`src/rtl/instruction_fetch_unit.sv`:
```
// Instruction fetch unit: holds the fetch PC, issues one-at-a-time word reads
// over a req/ack handshake, and buffers returned words in a small FIFO whose
// head is presented to the decoder. Redirects flush buffered words and drop
// the response of an in-flight request. Opcode-0 words stop fetching (HALT).
// Optional performance counters are enabled by defining IFETCH_PERF_CNT_EN.
module instruction_fetch_unit #(
  parameter int                    ADDR_WIDTH = 32,
  parameter logic [ADDR_WIDTH-1:0] RESET_PC   = '0,
  parameter int                    BUF_DEPTH  = 2
) (
  input  logic                  clk,
  input  logic                  rst,
  output logic                  imem_req,
  output logic [ADDR_WIDTH-1:0] imem_addr,
  input  logic                  imem_ack,
  input  logic [31:0]           imem_rdata,
  output logic [31:0]           instruction,
  output logic                  instr_valid,
  output logic [ADDR_WIDTH-1:0] instr_pc,
  input  logic                  consume,
  input  logic                  pc_enable,
  input  logic                  jump_taken,
  input  logic [ADDR_WIDTH-1:0] jump_target,
  output logic                  halted
`ifdef IFETCH_PERF_CNT_EN
  ,
  output logic [31:0]           fetch_count,
  output logic [31:0]           flush_count
`endif
);

  localparam int PTR_W = $clog2(BUF_DEPTH);
  localparam int CNT_W = PTR_W + 1;
  localparam logic [CNT_W-1:0] FULL_CNT = CNT_W'(BUF_DEPTH);

  typedef enum logic [1:0] {
    ISSUE = 2'd0,
    WAIT  = 2'd1,
    HALT  = 2'd2
  } state_t;

  state_t state_reg, state_next;

  logic [ADDR_WIDTH-1:0] fetch_pc_reg;
  logic [ADDR_WIDTH-1:0] addr_reg;
  logic                  req_reg;
  logic                  drop_reg;
  logic [CNT_W-1:0]      cnt_reg;
  logic [PTR_W-1:0]      rd_ptr_reg;
  logic [PTR_W-1:0]      wr_ptr_reg;

  logic [31:0]           buf_word [BUF_DEPTH];
  logic [ADDR_WIDTH-1:0] buf_pc   [BUF_DEPTH];

  logic ack_live;
  logic do_issue;
  logic do_enq;
  logic do_deq;
  logic rdata_is_halt;

  // Event decode: redirect suppresses issue, enqueue and dequeue this cycle.
  always_comb begin
    ack_live      = (state_reg == WAIT) && imem_ack;
    do_issue      = (state_reg == ISSUE) && (cnt_reg < FULL_CNT) && !jump_taken;
    do_enq        = ack_live && !drop_reg && !jump_taken;
    do_deq        = (cnt_reg != '0) && consume && pc_enable && !jump_taken;
    rdata_is_halt = (imem_rdata[31:26] == 6'd0);
  end

  // Fetch FSM state register.
  always_ff @(posedge clk) begin
    if (rst) state_reg <= ISSUE;
    else     state_reg <= state_next;
  end

  // Fetch FSM next-state logic.
  always_comb begin
    state_next = state_reg;
    case (state_reg)
      ISSUE: begin
        if (do_issue) state_next = WAIT;
      end
      WAIT: begin
        // Without an ack a redirect keeps us waiting for the response to drop.
        if (ack_live) begin
          if (jump_taken || drop_reg) state_next = ISSUE;
          else if (rdata_is_halt)     state_next = HALT;
          else                        state_next = ISSUE;
        end
      end
      HALT: begin
        if (jump_taken) state_next = ISSUE;
      end
      default: state_next = ISSUE;
    endcase
  end

  // Request port, fetch PC and drop flag.
  always_ff @(posedge clk) begin
    if (rst) begin
      req_reg      <= 1'b0;
      addr_reg     <= RESET_PC;
      fetch_pc_reg <= RESET_PC;
      drop_reg     <= 1'b0;
    end else begin
      if (do_issue) begin
        req_reg  <= 1'b1;
        addr_reg <= fetch_pc_reg;
      end else if (ack_live) begin
        req_reg  <= 1'b0;
      end

      if (jump_taken)  fetch_pc_reg <= jump_target & ~ADDR_WIDTH'(3);
      else if (do_enq) fetch_pc_reg <= fetch_pc_reg + ADDR_WIDTH'(4);

      // Only one response is ever dropped, however many redirects arrive.
      if (jump_taken && (state_reg == WAIT) && !imem_ack) drop_reg <= 1'b1;
      else if (ack_live)                                  drop_reg <= 1'b0;
    end
  end

  // Buffer occupancy and pointers; a redirect empties the buffer.
  always_ff @(posedge clk) begin
    if (rst || jump_taken) begin
      cnt_reg    <= '0;
      rd_ptr_reg <= '0;
      wr_ptr_reg <= '0;
    end else begin
      if (do_enq) wr_ptr_reg <= wr_ptr_reg + PTR_W'(1);
      if (do_deq) rd_ptr_reg <= rd_ptr_reg + PTR_W'(1);
      case ({do_enq, do_deq})
        2'b10:   cnt_reg <= cnt_reg + CNT_W'(1);
        2'b01:   cnt_reg <= cnt_reg - CNT_W'(1);
        default: cnt_reg <= cnt_reg;
      endcase
    end
  end

  // Buffer storage; entries need no reset because occupancy qualifies them.
  always_ff @(posedge clk) begin
    if (do_enq) begin
      buf_word[wr_ptr_reg] <= imem_rdata;
      buf_pc[wr_ptr_reg]   <= fetch_pc_reg;
    end
  end

  // Decoder-facing outputs come from the buffer head only.
  always_comb begin
    instr_valid = (cnt_reg != '0);
    instruction = instr_valid ? buf_word[rd_ptr_reg] : 32'd0;
    instr_pc    = instr_valid ? buf_pc[rd_ptr_reg] : '0;
    halted      = (state_reg == HALT) && instr_valid && (instruction[31:26] == 6'd0);
    imem_req    = req_reg;
    imem_addr   = addr_reg;
  end

`ifdef IFETCH_PERF_CNT_EN
  logic [31:0] fetch_count_reg;
  logic [31:0] flush_count_reg;

  // Count accepted fetches and redirects; both wrap naturally.
  always_ff @(posedge clk) begin
    if (rst) begin
      fetch_count_reg <= 32'd0;
      flush_count_reg <= 32'd0;
    end else begin
      if (do_enq)     fetch_count_reg <= fetch_count_reg + 32'd1;
      if (jump_taken) flush_count_reg <= flush_count_reg + 32'd1;
    end
  end

  assign fetch_count = fetch_count_reg;
  assign flush_count = flush_count_reg;
`endif

endmodule

```
`config.mk`:
```
export PLATFORM = sky130hd
export DESIGN_NAME = instruction_fetch_unit
export DESIGN_NICKNAME = d
export VERILOG_FILES = /design/src/rtl/instruction_fetch_unit.sv
export SDC_FILE = /design/constraint.sdc
export NUM_CORES = 1
export LEC_CHECK = 0
export CAP_MARGIN = 5
export CORE_MARGIN = 4
export CORE_UTILIZATION = 50
export DETAILED_ROUTE_END_ITERATION = 8
export GPL_TIMING_DRIVEN = 0
export PLACE_DENSITY = 0.79
export SLEW_MARGIN = 20
export SYNTH_ARGS = -nofsm -noshare
export SYNTH_HDL_FRONTEND = slang
export SYNTH_SLANG_ARGS = --single-unit
```
`constraint.sdc`:
```
create_clock -name clk -period 12.97 [get_ports clk]
set_input_delay 1.9455 -clock clk [delete_from_list [all_inputs] [get_ports clk]]
set_output_delay 1.9455 -clock clk [all_outputs]
set_load 0.1 [all_outputs]
```
* Word-level counts from Yosys, hierarchy flattened
Memories as Yosys holds them, arrays and structs flattened. A register that Yosys moved wholly into a read port is not among the register bits. Cells that the tools add are included.
Word-level totals: bits in registers 72, memory bits (writable) 128, input bits 70, word-level logic and storage cells 71, memories 2
Memory list:
- buf_pc | words 2, bits a word 32, read ports 1, clocked after memory_dff 1, wr ports 1, line 53 | logic [ADDR_WIDTH-1:0] buf_pc [BUF_DEPTH];
- buf_word | words 2, bits a word 32, read ports 1, clocked after memory_dff 1, wr ports 1, line 52 | logic [31:0] buf_word [BUF_DEPTH];
Cells by class: add/sub/neg operators 5, $lt $le $gt $ge 1, eq/ne operators 7, mux-type cells 20, reductions and logical operators 27
Operators by type and width (number):
- $mux 32 | 4
- $add 32x3->32 const B | 1
- $logic_and 1x1->1 | 12
- $logic_not 6->1 | 2
- $mux 2 | 5
- $reduce_bool 2->1 | 5
- $mux 1 | 9
- $ne 2x2->1 const B | 3
- $pmux 2 s3 | 1
- $eq 2x1->1 const B | 2
- $eq 2x2->1 const B | 2
- $pmux 2 s2 | 1
- $logic_not 1->1 | 3
- $reduce_and 3->1 | 1
- $add 1x1->1 const B | 2
- $add 2x1->2 const B | 1
- $logic_not 2->1 | 1
- $logic_or 1x1->1 | 2
- $lt 2x2->1 const B | 1
- $reduce_or 2->1 | 1
- $sub 2x1->2 const B | 1

* Depth between registers and ports, before layout
Gate-level depths: netlist (run 1).
depth in word-level cells 6, mapped depth 8

* Worst setup path before layout (run 1)
Ideal clock, no wire load.
path kind register to output, from reg (tool-made name), to out halted, arrival 3.919 ns, slack 7.105 ns, cell stages (with the launch flop) 6, buffers on the path 1, path through dfxtp_1 > clkbuf_1 > mux2i_1 > nor2_1 > or4_1 > nor3_1
RTL lines:
- end: declaration | line 24 | output logic halted

==> impl_metrics.csv, run 1 <==
group,metric,value,unit
run_status,status,"finished, final reports clean",
worst_setup_path,ff2ff_setup_slack,10.20,ns
clock_network,cts_root_buf,"clkbuf_16",
placed_design,place_hpwl,14.5,mm
die,die_w,134,µm
sta,clock_skew,0.00750,ns
worst_setup_path,path_class,"reg2out",
worst_setup_path,path_buf_inv,4,
sta,tightest_slew,1.03,ns
pwr,pwr_density_cell,128,nW/µm²
placed_design,place_congestion,0.910,
logic_synthesis,ys_seq_area_share,64.1,%
final_layout,antenna_cells,0,
clock_network,clock_latency,0.43,ns
sta,fin_crit,5.56,ns
clock_network,cts_made_buffers,17,
worst_setup_path,crit_chain,"clkbuf_1 -> buf_2 -> buf_1 -> mux2i_1 -> nor2_1 -> clkdlybuf4s50_1",
global_routing,globalRouteOverflowTotal,0,
sta,rsz0062_at_grt,"no",
sta,final.setup.tns,0,ns
worst_setup_path,worstPathRequired,11.02,ns
clock_network,clock_sinks,193,
final_layout,largest_reg_flops,64,
global_routing,grt_pass1_wl,31.4,mm
final_layout,final.fill_count,1155,
worst_setup_path,crit_slowest_cell,"clkdlybuf4s50_1",
sta,slew_viol_final,0,
drt,vias,5999,
logic_synthesis,synth-main-ff-cell,"edfxtp_1",
final_layout,largestRegisters,"buf_word: 64 flops, buf_pc: 60 flops",
die,die_area,18000,µm²
worst_setup_path,start_kind,"register",
logic_synthesis,syn_area_per_cell,11.6,µm²
die,ioPinCount,169,
drt,wl,19.7,mm
logic_synthesis,async_flop_share,0,%
sta,fin_crit_sh,42.9,%
drt,drt-vias-per-instance,5.47,
global_routing,antenna_found_initial,0,
drt,dr.first_iter.drc_count,494,
logic_synthesis,yosysWarnings,0,
final_layout,top_register,"buf_word",
worst_setup_path,reg2reg_depth,6,
sta,fmax,180,MHz
clock_network,postCtsHoldBufs,0,
die,core_area,15400,µm²
final_layout,areaGrowthSynthToFinish,32.7,%
die,initial_core_util,51.6,%
drt,firstDrtPassIters,5,
global_routing,grt_pass1_vias,6001,
logic_synthesis,synth_edf_count,124,
pwr,ir_drop,0.0950,mV
worst_setup_path,cp_max_fo,10,
worst_setup_path,crit_arrival,3.62,ns
final_layout,nNetsFinal,945,
pwr,p_leak,3.38,nW
final_layout,fin_util,68.5,%
hold_path,min_path_cells,2,
die,rows,45,
clock_network,cts_tree,"yes",
hold_path,hp-class,"reg2reg",
sta,slew_headroom,31.3,%
worst_setup_path,path_depth,6,
worst_setup_path,end_kind,"output pin",
drt,final_antenna_net_count,0,
logic_synthesis,synth_cells,687,
clock_network,h-tree-depth,4,
clock_network,cts_resized,0,
sta,finalHoldViolations,0,
clock_network,cts_buffer_depth,2,
flow_run,cap_violations,0,
clock_network,clk_pin_slew,0.06,ns
final_layout,drive_gt1_share,5.53,%
clock_network,post_cts_buffers,0,
logic_synthesis,syn_area,7960,µm²
logic_synthesis,ys_types,47,
placed_design,port_buffers,161,
logic_synthesis,ys_seq_elements,193,
sta,setup_viol,0,
die,fp.dieH,134,µm
global_routing,track_usage,22.1,%
worst_setup_path,cpPeakStageDelay,1.18,ns
worst_setup_path,crit_family,"buffers and inverters",
drt,detail_route.wl_per_cell,18.0,µm
global_routing,grt_max_degree,47,
drt,drc_errors,0,
-- power by group --
| group | leakage (nW) | switching [W] | internal, W |
|---|---|---|---|
| sequential | 1.70 | 0.0000185 | 0.000670 |
| combinational | 1.38 | 0.0000864 | 0.0000439 |
| clock | 0.293 | 0.000218 | 0.000313 |
-- logic make-up after synthesis --
kind of cell / count (synthesis) / synth area share [%]
xor+xnor: 14 / 1.54
mux: 62 / 7.80
compound gates: 88 / 7.45
other cells: 1 / 0.0471
simple gates: 268 / 15.7
fa+ha+maj: 2 / 0.314
flops: 193 / 64.1
buf+inv: 59 / 3.05
-- final timing paths --
check,endpoint,from
setup / recovery,instr_pc[14],register
hold / removal,imem_addr[8]$_SDFFE_PP0P_,imem_addr[8]$_SDFFE_PP0P_
setup reg to reg,buf_word[0][1]$_DFFE_PP_,state_reg[1]$_SDFFE_PP0P_
hold reg to reg,imem_addr[8]$_SDFFE_PP0P_,imem_addr[8]$_SDFFE_PP0P_
-- final cells by class --
| cell class | instances | area, µm² | area share [%] |
|---|---|---|---|
| buffer | 51 | 213 | 2.01 |
| tap | 211 | 264 | 2.50 |
| clock buffer | 22 | 497 | 4.70 |
| timing repair buffer | 164 | 1690 | 16.0 |
| inverter | 8 | 30.0 | 0.284 |
| multi-input combinational | 438 | 2640 | 25.0 |
| clock inverter | 10 | 123 | 1.16 |
| sequential | 193 | 5100 | 48.3 |
-- layer usage --
| layer | vias to the layer above | wire, µm | global-route usage, % |
|---|---|---|---|
| li1 | 2884 | - | - |
| met1 | 2844 | 8390 | 29.8 |
| met2 | 244 | 9550 | 35.7 |
| met3 | 27 | 1410 | 4.16 |
| met4 | 0 | 396 | 8.14 |
| met5 | - | 0 | 0 |
-- per-stage QoR --
stage,area (µm²),total power (W),std cells,hold WS [ns],worst slack (ns)
after floorplan,7970,0.000777,690,0.424,7.11
after global placement,9850,0.000826,1062,0.446,4.79
after detailed placement,9940,0.000831,1065,0.450,7.77
after CTS,10600,0.00136,1097,0.459,7.32
after global routing,10600,0.00139,1097,0.475,7.19
final,10600,0.00135,1097,0.458,7.41
-- synth_stat cells (2+ instances only) --
cell type	n	area, µm²
nand2_1	84	315
edfxtp_1	124	3720
nand4_1	9	56.3
or2_2	2	12.5
or4_1	14	105
a21oi_1	36	180
clkbuf_1	33	124
clkbuf_2	2	10.0
a32oi_1	4	35.0
buf_4	4	30.0
mux2i_1	62	621
ha_1	2	25.0
xnor2_1	7	61.3
a2111oi_1	2	20.0
inv_1	7	26.3
nor2b_1	3	18.8
nand2b_1	2	12.5
or3_1	8	50.1
and4_1	5	43.8
and3_1	7	43.8
buf_1	9	33.8
nor2_1	97	364
a311oi_1	10	87.6
o21ai_0	8	40.0
a211oi_1	11	82.6
a2111oi_0	5	43.8
a211o_1	2	17.5
xor2_1	7	61.3
o31ai_1	4	30.0
buf_2	3	15.0
dfxtp_1	69	1380
o311a_1	2	20.0
nor4_1	13	81.3
nand3_1	15	75.1
nor3_1	3	15.0
-- worst reg2reg max path: stages, from the launching register on --
cell and delay, ns:
dfxtp_1 0.37, and4bb_2 0.40, clkbuf_1 0.48, nand2_1 0.27
nor2_4 0.50, buf_16 0.25, buf_12 0.21
-- placed cells by master (no fill, tap or decap), types with 8 or more instances in the layout --
cell               n
clkdlybuf4s50_1  161
or3_1              8
nor2_1            96
clkbuf_16         19
o21ai_0            8
dfxtp_1           69
buf_1              9
mux2i_1           62
nor4_1            12
nand2_1           84
a311oi_1          10
nand3_1           15
a21oi_1           36
edfxtp_1         124
nand4_1            9
a211oi_1          11
or4_1             14
clkbuf_1          35
(Power assumes the default switching activity.)
==> inputs of run 2 (changes only) <==
==> constraint.sdc (replaced) <==
create_clock -name clk -period 5.7 [get_ports clk]
set_input_delay 0.855 -clock clk [delete_from_list [all_inputs] [get_ports clk]]
set_output_delay 0.855 -clock clk [all_outputs]
set_load 0.1 [all_outputs]
==> results of run 2 <==
The final DEF is identical to that of run 1. Status: finished, final reports clean.
Main changes from that run: setup slack after placement 7.77 ns -> 1.59 ns; setup slack after layout 7.41 ns -> 1.23 ns; register-to-register setup slack 10.20 ns -> 2.93 ns; total power 0.00135 W -> 0.00307 W; worst IR drop on VDD 0.0950 mV -> 0.216 mV
